**src/rtl/recirc_pkg.sv**
```systemverilog
// Shared encodings and types for the recirculation return stage.
package recirc_pkg;

    localparam int DEF_DATA_W = 8;
    localparam int DEF_DEPTH  = 4;
    localparam int LANES      = 4;

    typedef enum logic [1:0] {
        SRC_IDLE   = 2'd0,
        SRC_LIVE   = 2'd1,
        SRC_REPLAY = 2'd2
    } src_t;

    typedef struct packed {
        logic [DEF_DATA_W-1:0] lane3;
        logic [DEF_DATA_W-1:0] lane2;
        logic [DEF_DATA_W-1:0] lane1;
        logic [DEF_DATA_W-1:0] lane0;
    } lane_group_t;

endpackage

```
**src/rtl/recirc_fifo.sv**
```systemverilog
// Synchronous FIFO of fixed-width words; full/empty come from the occupancy count.
module recirc_fifo #(
    parameter int WIDTH = 32,
    parameter int DEPTH = 4
) (
    input  logic                     clk,
    input  logic                     reset_L,
    input  logic                     push,
    input  logic [WIDTH-1:0]         din,
    input  logic                     pop,
    output logic [WIDTH-1:0]         head,
    output logic [$clog2(DEPTH):0]   count,
    output logic                     full,
    output logic                     empty
);

    localparam int PTR_W = $clog2(DEPTH);
    localparam int CNT_W = PTR_W + 1;

    logic [WIDTH-1:0] mem [DEPTH];
    logic [PTR_W-1:0] wr_ptr;
    logic [PTR_W-1:0] rd_ptr;
    logic             do_push;
    logic             do_pop;

    assign full    = (count == CNT_W'(DEPTH));
    assign empty   = (count == '0);
    assign do_push = push && !full;
    assign do_pop  = pop && !empty;
    assign head    = mem[rd_ptr];

    // NOTE: storage is left out of reset; only pointers and count define
    // validity, so clearing the array would just add reset fanout.
    always_ff @(posedge clk) begin
        if (do_push) begin
            mem[wr_ptr] <= din;
        end
    end

    // Power-of-two depth lets the pointers wrap naturally.
    always_ff @(posedge clk or negedge reset_L) begin
        if (!reset_L) begin
            wr_ptr <= '0;
            rd_ptr <= '0;
            count  <= '0;
        end else begin
            if (do_push) begin
                wr_ptr <= wr_ptr + PTR_W'(1);
            end
            if (do_pop) begin
                rd_ptr <= rd_ptr + PTR_W'(1);
            end
            case ({do_push, do_pop})
                2'b10:   count <= count + CNT_W'(1);
                2'b01:   count <= count - CNT_W'(1);
                default: count <= count;
            endcase
        end
    end

endmodule

```
**src/rtl/recirculacion_retorno.sv**
```systemverilog
// Return end of the recirculation loop: buffers tester groups and replays
// them into idle live-stream slots; live data always wins.
module recirculacion_retorno
    import recirc_pkg::*;
#(
    parameter int DATA_W = DEF_DATA_W,
    parameter int DEPTH  = DEF_DEPTH
) (
    input  logic                    clk,
    input  logic                    reset_L,
    input  logic [DATA_W-1:0]       In0,
    input  logic [DATA_W-1:0]       In1,
    input  logic [DATA_W-1:0]       In2,
    input  logic [DATA_W-1:0]       In3,
    input  logic                    validIn,
    input  logic [DATA_W-1:0]       rec0,
    input  logic [DATA_W-1:0]       rec1,
    input  logic [DATA_W-1:0]       rec2,
    input  logic [DATA_W-1:0]       rec3,
    input  logic                    rec_valid,
    output logic                    rec_ready,
    output logic [DATA_W-1:0]       data_out0,
    output logic [DATA_W-1:0]       data_out1,
    output logic [DATA_W-1:0]       data_out2,
    output logic [DATA_W-1:0]       data_out3,
    output logic                    valid_out,
    output logic [1:0]              src,
    output logic                    fifo_full,
    output logic                    fifo_empty,
    output logic [$clog2(DEPTH):0]  count,
    output logic                    overflow
);

    localparam int GRP_W = LANES * DATA_W;

    logic [GRP_W-1:0] head;
    logic             push;
    logic             pop;
    src_t             src_q;

    assign rec_ready = !fifo_full;
    assign push      = rec_valid && rec_ready;
    assign pop       = !validIn && !fifo_empty;
    assign src       = src_q;

    recirc_fifo #(
        .WIDTH (GRP_W),
        .DEPTH (DEPTH)
    ) u_fifo (
        .clk     (clk),
        .reset_L (reset_L),
        .push    (push),
        .din     ({rec3, rec2, rec1, rec0}),
        .pop     (pop),
        .head    (head),
        .count   (count),
        .full    (fifo_full),
        .empty   (fifo_empty)
    );

    // Selection state is the registered source; outputs follow it by one cycle.
    always_ff @(posedge clk or negedge reset_L) begin
        if (!reset_L) begin
            data_out0 <= '0;
            data_out1 <= '0;
            data_out2 <= '0;
            data_out3 <= '0;
            valid_out <= 1'b0;
            src_q     <= SRC_IDLE;
            overflow  <= 1'b0;
        end else begin
            if (validIn) begin
                data_out0 <= In0;
                data_out1 <= In1;
                data_out2 <= In2;
                data_out3 <= In3;
                valid_out <= 1'b1;
                src_q     <= SRC_LIVE;
            end else if (!fifo_empty) begin
                data_out0 <= head[0*DATA_W +: DATA_W];
                data_out1 <= head[1*DATA_W +: DATA_W];
                data_out2 <= head[2*DATA_W +: DATA_W];
                data_out3 <= head[3*DATA_W +: DATA_W];
                valid_out <= 1'b1;
                src_q     <= SRC_REPLAY;
            end else begin
                data_out0 <= '0;
                data_out1 <= '0;
                data_out2 <= '0;
                data_out3 <= '0;
                valid_out <= 1'b0;
                src_q     <= SRC_IDLE;
            end
            if (rec_valid && fifo_full) begin
                overflow <= 1'b1;
            end
        end
    end

endmodule

```
**config.mk**
```make
export PLATFORM = sky130hd
export DESIGN_NAME = recirculacion_retorno
export DESIGN_NICKNAME = d
export VERILOG_FILES = /design/src/rtl/recirc_pkg.sv /design/src/rtl/recirc_fifo.sv /design/src/rtl/recirculacion_retorno.sv
export SDC_FILE = /design/constraint.sdc
export NUM_CORES = 1
export LEC_CHECK = 0
export ABC_AREA = 0
export CORE_ASPECT_RATIO = 0.7
export CORE_MARGIN = 2
export CORE_UTILIZATION = 56
export CTS_CLUSTER_DIAMETER = 30
export CTS_CLUSTER_SIZE = 40
export DETAILED_ROUTE_END_ITERATION = 6
export GPL_TIMING_DRIVEN = 0
export PLACE_DENSITY = 0.84
export SLEW_MARGIN = 0
export SYNTH_ARGS = -nofsm -noshare
export SYNTH_HDL_FRONTEND = slang
export SYNTH_SLANG_ARGS = --single-unit
```
**constraint.sdc**
```tcl
create_clock -name clk -period 5.4 [get_ports clk]
set_clock_uncertainty 0.1 [all_clocks]
set_input_delay 0.54 -clock clk [delete_from_list [all_inputs] [get_ports clk]]
set_output_delay 0.54 -clock clk [all_outputs]
set_load 0.1 [all_outputs]
```
==> results.txt <==
* Root Buffer Master: sky130_fd_sc_hd__clkbuf_16
- The flow ran to the end, and the final reports show no timing, DRC or antenna violations.
* Antenna violations before repair: 0
* Global routing's busiest layer: met2
* Layout overhead on the synthesized area: 30.99%
- Reg-to-reg endpoint: u_fifo.count[2]
* Placed instance count: 547
- Time the worst path needs with I/O delays and setup: 3.108 ns
- Number of nets produced by synthesis: 358
- Setup ws final: 2.292 ns
* IO buf count: between 100 and 150
* Share of total power consumed by net switching: 37.09%
* Top-Level Pins: 110
- After layout, the design draws a total of 5.129 mW.
- Mapped Cells: 284
- After detailed routing, the number of vias per cell comes to around 5.5.
- Summing all multi-input logic gate instances after layout gives roughly 1300 um2.
* R2R Setup Slk: between 2 and 3 ns
* Total area of sequential cells: around 4900 um2
- Total Nets Final: 488
* Routed vias: between 3000 and 4000
- Clock Power Share: 25.5%
- The worst setup path is launched from a flip-flop.
* Longest Clk Path Bufs: 2
- CTS H-tree depth: 4
* Simple-Gate Fraction of Synth Area: under 10%
* Nature of the critical path endpoint: output pin
* Worst-Margin Slew: 0.9860 ns
* Layout cell share with drive strength beyond 1: 17.80%
* Startpoint of the worst-slack reg-to-reg timing path: u_fifo.count[2]
- Setup violations remaining at the end of the flow were counted as 0.
- Global-route met2 utilization: a little over a third
* Final standard cell count with taps included and fillers excluded: 580
- Prior to clock tree synthesis, the placed netlist has a worst setup slack of 2.108 ns.
- Worst-case headroom to the max-slew limit: 34.06%
* Maximum number of pins on one net before global-route repair: 33
- First DRT Iteration DRCs: ~250
- Multiplexer cells account for 11.83% of the synthesized area.
- The worst register-to-register path has a depth of 9.
- Proportion of power drawn by flip-flops and latches: 35.9%
* Synthesized area divided by synthesized cell count: 22.24 um2
* Startpoint of the worst hold path: overflow
* Clock latency at the later pin of the worst-skew pair: 0.42 ns
* Number of routed nets with antenna violations: 0
- Static timing analysis puts the maximum clock frequency at 321.8 MHz.
* Total iterations of the first detailed-routing run: 4
- The die covers 12160 um2.
- Cells on Worst Hold Path: 1
- Number of warnings issued by yosys: 0
* Initial Util: 57.35%
- Final sum of negative setup slack: 0 ns
- Part of the Yosys area used for sequential elements: 77.91%
- The worst hold path terminates at overflow.
- Met3 usage in global routing: under 10%
* Final count of pins violating max slew: 0
- For met1 alone, demand over resource in global routing was 30.15%.
* #FFs+latches synth: ~170
* Cell Area, Placed: around 7600 um2
* Largest family of logic cells by synthesized area: multiplexers
- For this design the static power due to leakage is 2.979 nW.
- Along the worst path, the maximum fanout reaches 4.
* Netlist Area Pre-Place: 6315 um2
* Maximum VDD drop: 0.0005381 V
- Summed over all nets, the switching power comes to 1.902 mW.
* Die W: 130.9 um
- Data on the critical path arrives at its endpoint at 2.47 ns.
* Commonest cells after routing, fill and taps aside: sky130_fd_sc_hd__edfxtp_1 (128), sky130_fd_sc_hd__clkdlybuf4s50_1 (108), sky130_fd_sc_hd__dfrtp_1 (43), sky130_fd_sc_hd__a22o_1 (32), sky130_fd_sc_hd__mux4_2 (28)
- Post-synthesis adder-cell area fraction: 1.308%
- Crit path kind: flip-flop to output pin
- For this run, the total global-route usage over all layers was measured as 22.22%.
- Fraction of the mapped netlist area in compound gates: 4.636%
* Total inserted antenna cells: 0
- In the routed design, unresolved DRC markers number 0.
- Distinct cell type count after synthesis: 26
- Leaving out fill and tap cells, the most frequent cell in the layout is sky130_fd_sc_hd__edfxtp_1.
- Total detailed-routing wirelength: about 12000 um
- Die boundary height: 92.85 um
* Class of the most critical hold timing path: flip-flop to flip-flop
- Count of cells resized by post-cts repair: 0
* Vias in the first global route: 3552
* Global-route wire length before repair: 19260 um
* Final Hold Fails: 0
* Leftover overflow at the end of global routing: 0
- Required time of the worst setup path: 4.76 ns
- The total area inside the core boundary comes to 11010 um2.
- Layout fillers: 633
- Part of the cycle the worst path needs: 57.55%
* Cell Rows: 32
* Internal Pwr Total: ~3.2 mW
- Clock-pin slew of the registers on the worst-case setup and hold paths: 0.06 ns
- TritonCTS buffer count: 17
- With fillers left out, the area of the finished cells amounts to 8272 um2.
- Of the total synthesized cell area, the portion taken by XOR and XNOR cells is less than 1%.
- Setup repair after global routing missed its margin: false
- The clock drives approximately 170 sinks.
* Max capacitance violation total: 0
- The wire-length estimate of the detail-placed layout is 7386 um.
* CTS tree: done
- GP Congestion: 0.6949
* Detailed-route wire length per cell: 21.25 um
* Power share of the combinational group: between 30% and 40%
- For this design the ratio of total power to cell area is 620.0 nW/um2.
==> registers in the layout, indices dropped and copies added (netlist names) <==
name,flops
u_fifo.mem,128
valid_out,1
data_out2,8
overflow,1
data_out3,8
data_out0,8
u_fifo.wr_ptr,2
src,2
data_out1,8
u_fifo.count,3
u_fifo.rd_ptr,2
==> worst max-delay path, cell delays in order, from the launching register on <==
cell and delay (ns):
sky130_fd_sc_hd__dfrtp_1 0.42, sky130_fd_sc_hd__nor3_2 0.41, sky130_fd_sc_hd__clkdlybuf4s50_1 1.22
==> synthesized netlist by cell type <==
library cell               count  share of area [%]
sky130_fd_sc_hd__mux2_2        1               0.18
sky130_fd_sc_hd__xnor2_1       2               0.28
sky130_fd_sc_hd__nand3_1       1              0.079
sky130_fd_sc_hd__mux4_1        4                1.7
sky130_fd_sc_hd__nand2b_1      1              0.099
sky130_fd_sc_hd__buf_2         4               0.32
sky130_fd_sc_hd__nor2_1        1              0.059
sky130_fd_sc_hd__a21o_1        1               0.12
sky130_fd_sc_hd__buf_12        3               0.95
sky130_fd_sc_hd__fa_1          1               0.32
sky130_fd_sc_hd__o21ai_0       1              0.079
sky130_fd_sc_hd__inv_1         7               0.42
sky130_fd_sc_hd__nor2b_2       1               0.14
sky130_fd_sc_hd__nor3_2        1               0.16
sky130_fd_sc_hd__a22o_1       32                4.4
sky130_fd_sc_hd__mux4_2       28                 10
sky130_fd_sc_hd__dfrtp_1      43                 17
sky130_fd_sc_hd__clkbuf_1      7               0.42
sky130_fd_sc_hd__buf_6         1               0.18
sky130_fd_sc_hd__xor2_1        4               0.55
sky130_fd_sc_hd__and2_1        4               0.40
sky130_fd_sc_hd__edfxtp_1    128                 61
sky130_fd_sc_hd__nor2_2        1              0.099
sky130_fd_sc_hd__ha_1          5               0.99
sky130_fd_sc_hd__nand2_1       1              0.059
sky130_fd_sc_hd__nor3b_1       1               0.12
==> cell families after synthesis <==
kind of cell	Yosys count
multiplexers	33
XOR/XNOR	6
AND/OR/NAND/NOR	12
adder cells (fa/ha/maj)	6
AO/OA/AOI/OAI	34
flip-flops	171
buffers and inverters	22
==> worst max-delay path by stage <==
stage / start / to / slack, ns
floorplan: u_fifo.count[2] / u_fifo.count[2] / 0.95
global placement: validIn / u_fifo.count[2] / 2.20
detailed placement: validIn / u_fifo.count[2] / 2.11
CTS: u_fifo.count[2] / fifo_empty / 2.25
global route: u_fifo.count[2] / fifo_empty / 2.22
finish: u_fifo.count[0] / fifo_empty / 2.29
==> metal layers <==
layer,up-vias,part of all wire (%)
li1,1410,-
met1,1667,42
met2,118,50
met3,14,7.3
met4,0,1.2
met5,-,0
==> stage by stage <==
step / hold WS, ns / utilization (%)
floorplan: 0.1444 / -
global placement: 0.3386 / 69.00
detailed placement: 0.3449 / 69.18
CTS: 0.3688 / 75.13
global route: 0.3905 / 75.13
finish: 0.3669 / 75.13
==> power groups by stage <==
stage / combinational, mW / sequential [mW] / clock [mW]
global placement: 1.96 / 1.85 / 0
global route: 2.08 / 1.87 / 1.38
CTS: 2.00 / 1.84 / 1.33
floorplan: 0.764 / 2.58 / 0
detailed placement: 1.99 / 1.86 / 0
finish: 1.98 / 1.84 / 1.31
==> final cells by class <==
| class | instances | share of cell area (%) |
|---|---|---|
| plain buffers | 15 | 1.422 |
| clock buffers | 20 | 5.400 |
| clock inverters | 12 | 2.390 |
| inverters | 7 | 0.3177 |
| multi-input cells | 91 | 15.19 |
| flip-flops and latches | 171 | 59.48 |
| well taps | 153 | 2.314 |
| repair buffers | 111 | 13.49 |
==> what timing repair did <==
action                    CTS  global route
buffers inserted            0             0
hold endpoints to repair   14             0
hold buffers                1             0
(Power assumes the default switching activity.)
